===== src/rtl/perceptron_pkg.sv =====
// Shared constants and parser state encoding for the UART-driven perceptron MAC.
package perceptron_pkg;

   localparam int DATA_W = 32;

   localparam logic [7:0] OP_LOAD_A  = 8'd0;
   localparam logic [7:0] OP_LOAD_B  = 8'd1;
   localparam logic [7:0] OP_OUT_RES = 8'd2;
   localparam logic [7:0] OP_CLR     = 8'd3;
   localparam logic [7:0] OP_MUL     = 8'd5;
   localparam logic [7:0] OP_MAC     = 8'd6;
   localparam logic [7:0] OP_OUT_ACT = 8'd7;

   typedef enum logic [2:0] {
      ST_IDLE, ST_OP, ST_PAY0, ST_PAY1, ST_PAY2, ST_PAY3, ST_EXEC, ST_SEND
   } parse_state_e;

   function automatic logic has_payload(input logic [7:0] op);
      return (op == OP_LOAD_A) || (op == OP_LOAD_B);
   endfunction

   function automatic logic is_exec_op(input logic [7:0] op);
      return op inside {OP_OUT_RES, OP_CLR, OP_MUL, OP_MAC, OP_OUT_ACT};
   endfunction

endpackage


===== src/rtl/perceptron_uart.sv =====
// 8N1 UART: synchronised receiver with centre sampling and a one-byte transmitter.
module perceptron_uart #(
   parameter int CLK_PER_BIT = 430
) (
   input  logic       clk,
   input  logic       rst,
   input  logic       host_tx,
   output logic       uart_tx,
   output logic       rx_valid,
   output logic [7:0] rx_byte,
   input  logic       tx_start,
   input  logic [7:0] tx_byte,
   output logic       tx_busy
);

   localparam int CNT_W = $clog2(CLK_PER_BIT);
   localparam logic [CNT_W-1:0] BIT_END  = CNT_W'(CLK_PER_BIT - 1);
   localparam logic [CNT_W-1:0] HALF_END = CNT_W'(CLK_PER_BIT / 2 - 1);

   // rx_s[1:0] is the 2-flop synchroniser; rx_s[2] is the previous synced value for edge detect
   logic [2:0]       rx_s;
   logic             rx_busy;
   logic [CNT_W-1:0] rx_cnt;
   logic [3:0]       rx_idx;
   logic [7:0]       rx_sh;

   always_ff @(posedge clk or posedge rst) begin
      if (rst) begin
         rx_s     <= 3'b111;
         rx_busy  <= 1'b0;
         rx_cnt   <= '0;
         rx_idx   <= '0;
         rx_sh    <= '0;
         rx_valid <= 1'b0;
         rx_byte  <= '0;
      end else begin
         rx_s     <= {rx_s[1:0], host_tx};
         rx_valid <= 1'b0;
         if (!rx_busy) begin
            if (rx_s[2] && !rx_s[1]) begin
               rx_busy <= 1'b1;
               rx_cnt  <= '0;
               rx_idx  <= '0;
            end
         end else if (rx_cnt != ((rx_idx == 4'd0) ? HALF_END : BIT_END)) begin
            rx_cnt <= rx_cnt + 1'b1;
         end else begin
            rx_cnt <= '0;
            rx_idx <= rx_idx + 4'd1;
            if (rx_idx == 4'd0) begin
               // start bit gone high again at its centre: treat as a glitch
               if (rx_s[1]) rx_busy <= 1'b0;
            end else if (rx_idx == 4'd9) begin
               rx_busy <= 1'b0;
               if (rx_s[1]) begin
                  rx_valid <= 1'b1;
                  rx_byte  <= rx_sh;
               end
            end else begin
               rx_sh <= {rx_s[1], rx_sh[7:1]};
            end
         end
      end
   end

   logic [CNT_W-1:0] tx_cnt;
   logic [3:0]       tx_left;
   logic [8:0]       tx_sh;

   always_ff @(posedge clk or posedge rst) begin
      if (rst) begin
         uart_tx <= 1'b1;
         tx_busy <= 1'b0;
         tx_cnt  <= '0;
         tx_left <= '0;
         tx_sh   <= '1;
      end else if (!tx_busy) begin
         if (tx_start) begin
            tx_busy <= 1'b1;
            uart_tx <= 1'b0;
            tx_sh   <= {1'b1, tx_byte};
            tx_left <= 4'd9;
            tx_cnt  <= '0;
         end
      end else if (tx_cnt != BIT_END) begin
         tx_cnt <= tx_cnt + 1'b1;
      end else begin
         tx_cnt <= '0;
         if (tx_left == 4'd0) begin
            tx_busy <= 1'b0;
         end else begin
            uart_tx <= tx_sh[0];
            tx_sh   <= {1'b1, tx_sh[8:1]};
            tx_left <= tx_left - 4'd1;
         end
      end
   end

endmodule


===== src/rtl/perceptron_core.sv =====
// Single-neuron MAC engine: UART command parser, A/B/R datapath and response sequencer.
module perceptron_core
   import perceptron_pkg::*;
#(
   parameter int         CLK_PER_BIT = 430,
   parameter logic [7:0] DEV_ADDR    = 8'h00
) (
   input  logic clk,
   input  logic rst,
   input  logic host_tx,
   output logic uart_tx
);

   logic       rx_valid;
   logic [7:0] rx_byte;
   logic       tx_start;
   logic [7:0] tx_byte;
   logic       tx_busy;

   perceptron_uart #(.CLK_PER_BIT(CLK_PER_BIT)) u_uart (
      .clk      (clk),
      .rst      (rst),
      .host_tx  (host_tx),
      .uart_tx  (uart_tx),
      .rx_valid (rx_valid),
      .rx_byte  (rx_byte),
      .tx_start (tx_start),
      .tx_byte  (tx_byte),
      .tx_busy  (tx_busy)
   );

   parse_state_e      state, state_nxt;
   logic              addr_hit;
   logic [7:0]        op;
   logic [DATA_W-1:0] pay, a, b, r, tx_buf;
   logic [2:0]        tx_left;

   logic signed [2*DATA_W-1:0] prod_full;
   logic [DATA_W-1:0]          prod;
   logic                       act;

   assign prod_full = (2*DATA_W)'($signed(a)) * (2*DATA_W)'($signed(b));
   assign prod      = prod_full[DATA_W-1:0];
   assign act       = $signed(r) > 0;
   assign tx_byte   = tx_buf[7:0];

   always_ff @(posedge clk or posedge rst) begin
      if (rst) state <= ST_IDLE;
      else     state <= state_nxt;
   end

   always_comb begin
      state_nxt = state;
      tx_start  = 1'b0;
      case (state)
         ST_IDLE: if (rx_valid) state_nxt = ST_OP;
         ST_OP: if (rx_valid) begin
            if (has_payload(rx_byte))     state_nxt = ST_PAY0;
            else if (is_exec_op(rx_byte)) state_nxt = ST_EXEC;
            else                          state_nxt = ST_IDLE;
         end
         ST_PAY0: if (rx_valid) state_nxt = ST_PAY1;
         ST_PAY1: if (rx_valid) state_nxt = ST_PAY2;
         ST_PAY2: if (rx_valid) state_nxt = ST_PAY3;
         ST_PAY3: if (rx_valid) state_nxt = ST_EXEC;
         ST_EXEC: begin
            if (addr_hit && (op == OP_OUT_RES || op == OP_OUT_ACT)) state_nxt = ST_SEND;
            else                                                    state_nxt = ST_IDLE;
         end
         ST_SEND: begin
            // stay until the last stop bit has left the wire; rx bytes meanwhile are dropped
            if (tx_left != 3'd0) tx_start  = !tx_busy;
            else if (!tx_busy)   state_nxt = ST_IDLE;
         end
         default: state_nxt = ST_IDLE;
      endcase
   end

   always_ff @(posedge clk or posedge rst) begin
      if (rst) begin
         addr_hit <= 1'b0;
         op       <= '0;
         pay      <= '0;
         a        <= '0;
         b        <= '0;
         r        <= '0;
         tx_buf   <= '0;
         tx_left  <= '0;
      end else begin
         case (state)
            ST_IDLE: if (rx_valid) addr_hit <= (rx_byte == DEV_ADDR);
            ST_OP:   if (rx_valid) op <= rx_byte;
            ST_PAY0, ST_PAY1, ST_PAY2, ST_PAY3:
               if (rx_valid) pay <= {rx_byte, pay[DATA_W-1:8]};
            ST_EXEC: if (addr_hit) begin
               case (op)
                  OP_LOAD_A:  a <= pay;
                  OP_LOAD_B:  b <= pay;
                  OP_CLR:     r <= '0;
                  OP_MUL:     r <= prod;
                  OP_MAC:     r <= r + prod;
                  OP_OUT_RES: begin
                     tx_buf  <= r;
                     tx_left <= 3'd4;
                  end
                  OP_OUT_ACT: begin
                     tx_buf  <= {{(DATA_W-1){1'b0}}, act};
                     tx_left <= 3'd1;
                  end
                  default: ;
               endcase
            end
            ST_SEND: if (tx_start) begin
               tx_buf  <= tx_buf >> 8;
               tx_left <= tx_left - 3'd1;
            end
            default: ;
         endcase
      end
   end

endmodule


===== config.mk =====
export PLATFORM = sky130hd
export DESIGN_NAME = perceptron_core
export DESIGN_NICKNAME = d
export VERILOG_FILES = /design/src/rtl/perceptron_pkg.sv /design/src/rtl/perceptron_uart.sv /design/src/rtl/perceptron_core.sv
export SDC_FILE = /design/constraint.sdc
export NUM_CORES = 2
export LEC_CHECK = 0
export ABC_AREA = 1
export CAP_MARGIN = 10
export CORE_AREA = 2 2 258 388
export CTS_CLUSTER_SIZE = 28
export DETAILED_ROUTE_END_ITERATION = 10
export DIE_AREA = 0 0 260 390
export REMOVE_ABC_BUFFERS = 1
export SETUP_SLACK_MARGIN = 0.15
export SKIP_CTS_REPAIR_TIMING = 1
export SLEW_MARGIN = 20
export SYNTH_ARGS = -nofsm -noshare
export SYNTH_HDL_FRONTEND = slang
export SYNTH_HIERARCHICAL = 1
export SYNTH_SLANG_ARGS = --single-unit

===== constraint.sdc =====
create_clock -name clk -period 9.02 [get_ports clk]
set_clock_uncertainty 0.1 [all_clocks]
set_input_delay 1.804 -clock clk [delete_from_list [all_inputs] [get_ports clk]]
set_output_delay 1.804 -clock clk [all_outputs]
set_load 0.01 [all_outputs]

# Word level (Yosys, flattened, before mapping)
# Cells that the tools add are included.
# totals
register_bits	233
output_inout_bits	1
word_cells	158
# classes
n_addsub	6
multipliers	1
n_lt_le_gt_ge	1
n_eq_ne	36
mux	60
bitwise_logic	3
reduce_logical	30
# ops
cell	count
32-bit one-hot mux with 2 select lines	2
9-bit two-way mux	11
32-bit one-hot mux with 3 select lines	1
32-bit two-way mux	2
8-bit by 3-bit equality test with 1-bit output (second input constant)	6
3-bit two-way mux	13
32-bit adder	1
8-bit by 2-bit equality test with 1-bit output (second input constant)	4
32-bit by 1-bit greater-than comparator with 1-bit output (second input constant)	1
32-bit by 32-bit multiplier with 32-bit output	1
4-bit two-way mux	7
3-bit one-hot mux with 8 select lines	1
1-bit two-way mux	21
9-bit by 1-bit adder with 9-bit output (second input constant)	2
8-bit by 1-bit equality test with 1-bit output (second input constant)	2
8-bit logical NOT	2
2-bit inequality test (second input constant)	7
3-bit equality test (second input constant)	4
2-bit by 1-bit inequality test with 1-bit output (second input constant)	6
3-bit one-hot mux with 2 select lines	2
3-bit AND reduction	4
9-bit inequality test	1
9-bit inequality test (second input constant)	1
4-bit logical NOT	2
other kinds (20)	33

# Longest topological paths before layout
# logic_depth
word_depth	6
depth_mapped	44
depth_no_buf	42

# By module
# Netlist, hierarchy kept.
# by_module_without_submodules
module	n_inst	cells_per_inst	area_each_um2
perceptron_core	1	3494	26306.5
perceptron_uart	1	336	2886.5

# Worst setup path after synthesis
# OpenSTA, ideal clock, no wires.
# synth_path
path_type	register -> register
start	reg a[13]
end	reg r[30]
setup_ns	0.082
arrival_ns	7.667
slack_ns	1.171
stages_incl_launch_ff	36
synth_period_minus_slack_ns	7.849
path_cell_list	dfrtp_1 clkbuf_1 clkbuf_1 nand2_1 inv_1 fa_1 fa_1 fa_1 inv_1 fa_1 inv_1 fa_1 inv_1 fa_1 inv_1 fa_1 fa_1 ha_1 a21oi_1 nand2_1 a21oi_1 nand3_1 nand3_1 nand2_1 nand2_1 nand2_2 xor2_2 ha_1 nand2_1 nor3_1 and3_1 a221oi_1 nand2_1 a21oi_1 o21ai_0 a31oi_1
# synth_between
elab_chain_len	3
# synth_rtl
item	line	rtl
from (decl)	perceptron_core.sv:35	logic [DATA_W-1:0] pay, a, b, r, tx_buf;
from (signal assigned)	perceptron_core.sv:97	OP_LOAD_A: a <= pay;
32-bit by 32-bit multiplier with 32-bit output (*)	perceptron_core.sv:42	assign prod_full = (2*DATA_W)'($signed(a)) * (2*DATA_W)'($signed(b));
32-bit adder	perceptron_core.sv:101	OP_MAC: r <= r + prod;
32-bit one-hot mux with 3 select lines (*)	perceptron_core.sv:96	case (op)
to (signal assigned)	perceptron_core.sv:100	OP_MUL: r <= prod;
to (signal assigned)	perceptron_core.sv:101	
to (decl)	perceptron_core.sv:35	
# Every way passes the cells marked *; elsewhere a longest branch is shown, timed or not.
# A chain may end at the register's enable or synchronous reset.

# Worst setup path after layout
# layout_path
start	reg b[9]
end	reg r[30]
# layout_between
elab_chain_len	3
# layout_rtl
item	line	rtl
from (decl)	perceptron_core.sv:35	
from (signal assigned)	perceptron_core.sv:98	OP_LOAD_B: b <= pay;
32-bit by 32-bit multiplier with 32-bit output (*)	perceptron_core.sv:42	
32-bit adder	perceptron_core.sv:101	
32-bit one-hot mux with 3 select lines (*)	perceptron_core.sv:96	
# Marked as above.

==> impl_metrics.toml <==
[floorplan]
rows = 141
die_h_um = 390
pin_count = 4
initial_core_util_pct = 29.8
coreArea_mm2 = 0.0979
dieArea_mm2 = 0.101
die_w_um = 260

[worst_setup_path]
r2r_start = "b[9]$_DFFE_PP0P_"
crit_path_start = "b[9]$_DFFE_PP0P_"
startpoint_type = "register"
arrival_ns = 8.77
max_stage_delay_ns = 0.56
crit_required_ns = 9.40
cp_slowest_cell = "fa_1"
cp_max_fo = 11
end_kind = "register"
cpMostUsedCell = "fa_1"
worstSetupPathType = "reg -> reg"

[power]
vdd_ir_drop_max_v = 0.000146
p_leak_uw = 0.0183
power.density_mw_per_mm2 = 73.5

[cells_and_area]
area_growth_pct = 9.52
multi_input_area_mm2 = 0.0191
fillers = 10300
nets = 4389
final_util_pct = 32.7
n_antenna_cell = 0
drive_above_1_share_pct = 6.62
seq_area_mm2 = 0.00586
final_cell_area_mm2 = 0.0320

[detailed_routing]
vias_per_cell = 4.62
ant_nets = 0
drt-initial-drc-count = 1473
wl_per_cell_um = 15.7
firstDrtPassIters = 6
postRouteWirelength_mm = 80.1
via_count = 23500
route.detailed.drc = 0

[synthesis]
synth_top_area_cell = "fa_1"
yosysTopAreaCellShare_pct = 28.0
syn_avg_cell_area_um2 = 7.62
ys_dominant_reg_cell = "dfrtp_1"
synth-edff-count = 0
yosys_register_bits = 232
synthTopCellsByCount = "nand2_1, inv_1, fa_1"
ys_seq_area_share_pct = 19.9
yosysUniqueCellTypes = 62
netlist_instances = 3830
async_reset_ff_share_pct = 100
netlist_area_mm2 = 0.0292
synth.most_common_cell = "nand2_1"
ys_warn_count = 6
synthTopCellsByArea = "fa_1, dfrtp_1, nand2_1, inv_1, ha_1"

[global_route]
first_global_vias = 24900
grt_use_total_pct = 16.3
antenna_found_initial = 0
grt_first_pass_wirelength_mm = 131
grt_max_degree = 65
grt-ovfl-total = 0

[sta]
finalSetupViolCount = 0
finalMaxSlewViolations = 0
fin_crit_sh_pct = 93.0
setup_tns_ns = 0
period_needed_ns = 8.39
finalHoldViolCount = 0
fmax_ghz = 0.119
maxSlewHeadroom_pct = 32.1
rsz0062_at_grt = "true"
worst_slew_pin_slew_ns = 1.01
holdWs_ns = 0.255
finalWorstSetupSlack_ns = 0.630

[hold_path]
hp-class = "reg -> reg"
min_from = "u_uart/rx_s[0]$_DFF_PP1_"

[clock_network]
root_buffer = "clkbuf_16"
cts_inserted_buffers = 25
path_clk_slew_ns = 0.07
clk_latency_ns = 0.57
cts.sinks = 232
htree_levels = 1
cts_tree = "yes"
clk_path_buf_depth = 3

[status]
status = "completed"

[job]
drv_cap = 0

[place]
dp_hpwl_mm = 66.1
pre_cts_ws_ns = 0.289
placed_area_mm2 = 0.0308
gp_congestion = 0.907
io_buffers = 3
## worst max-delay path, delay by kind of cell (launching register included)
family / cells / cell delay, ns
fa+ha+maj: 10 / 4.53
simple gates: 8 / 1.14
compound gates: 6 / 1.02
buf+inv: 8 / 0.72
flops: 1 / 0.53
xor+xnor: 1 / 0.26
## state kept, by name, summed over array words and instances, names as in the netlist, 3 cells and up
| signal | flops |
|---|---|
| a | 32 |
| b | 32 |
| pay | 32 |
| r | 32 |
| tx_buf | 32 |
| u_uart/rx_cnt | 9 |
| u_uart/tx_cnt | 9 |
| op | 8 |
| u_uart/rx_byte | 8 |
| u_uart/rx_sh | 8 |
| u_uart/tx_sh | 8 |
| u_uart/rx_idx | 4 |
| u_uart/tx_left | 4 |
| state | 3 |
| tx_left | 3 |
| u_uart/rx_s | 3 |
## final cells by class
type                            count  area share, %
Multi-Input combinational cell   2475           59.9
Sequential cell                   232           18.3
Inverter                          962           11.3
Tap cell                         1287           5.04
Timing Repair Buffer               91           2.51
Clock buffer                       34           2.22
Clock inverter                     12          0.724
## cells by family after synthesis
| logic type | share of synthesized area (%) |
|---|---|
| simple gates | 20.6 |
| fa+ha+maj | 36.2 |
| xor+xnor | 1.38 |
| compound gates | 7.20 |
| buf+inv | 14.7 |
| flops | 19.9 |
## power by group
group          total (uW)  internal [uW]  switching, uW
clock network        1200            727            471
registers            1080           1060           24.3
logic                71.4           24.5           46.9
total                2350           1810            542
## cells in the final DEF (no fill, tap or decap), types with 14 or more instances in the layout
master,count
a21oi_1,86
or2_2,19
ha_1,187
o21ai_1,14
o21ai_0,183
dfrtp_2,26
nand4_1,32
a31oi_1,44
dfrtp_1,191
xor2_1,30
nor2_1,115
nand3b_1,17
buf_4,79
nand3_1,120
nand2_1,1092
fa_1,409
inv_1,939
inv_2,18
clkbuf_16,25
nor3_1,16
## per-stage QoR
stage | instances | power, uW
5_1_grt | 5093 | 2440
4_1_cts | 5083 | 2390
3_5_place_dp | 5037 | 1170
2_1_floorplan | 3669 | 1150
6_report | 5093 | 2350
3_3_place_gp | 5037 | 1170
## metal layers
metal | wire length (um) | share of wire [%] | global-route usage (%) | up-vias
met4 | 3870 | 4.8 | 7.20 | 0
met1 | 29800 | 37 | 17.6 | 11600
met5 | 0 | 0 | 0 | -
li1 | - | - | - | 11300
met2 | 44000 | 55 | 31.7 | 471
met3 | 2420 | 3.0 | 1.17 | 191
## worst paths after layout
kind | end | slack [ns] | cells past startpoint
worst max-delay path | r[30]$_DFFE_PP0P_ | 0.63 | 33
worst min-delay path | u_uart/rx_s[1]$_DFF_PP1_ | 0.25 | 0
worst max register to register | r[30]$_DFFE_PP0P_ | 0.63 | 33
worst min register to register | u_uart/rx_s[1]$_DFF_PP1_ | 0.25 | 0
max in group asynchronous | a[11]$_DFFE_PP0P_ | 5.87 | 3
min in group asynchronous | tx_buf[2]$_DFFE_PP0P_ | 1.64 | 2
Note: power is estimated with default switching activity, not from simulation.
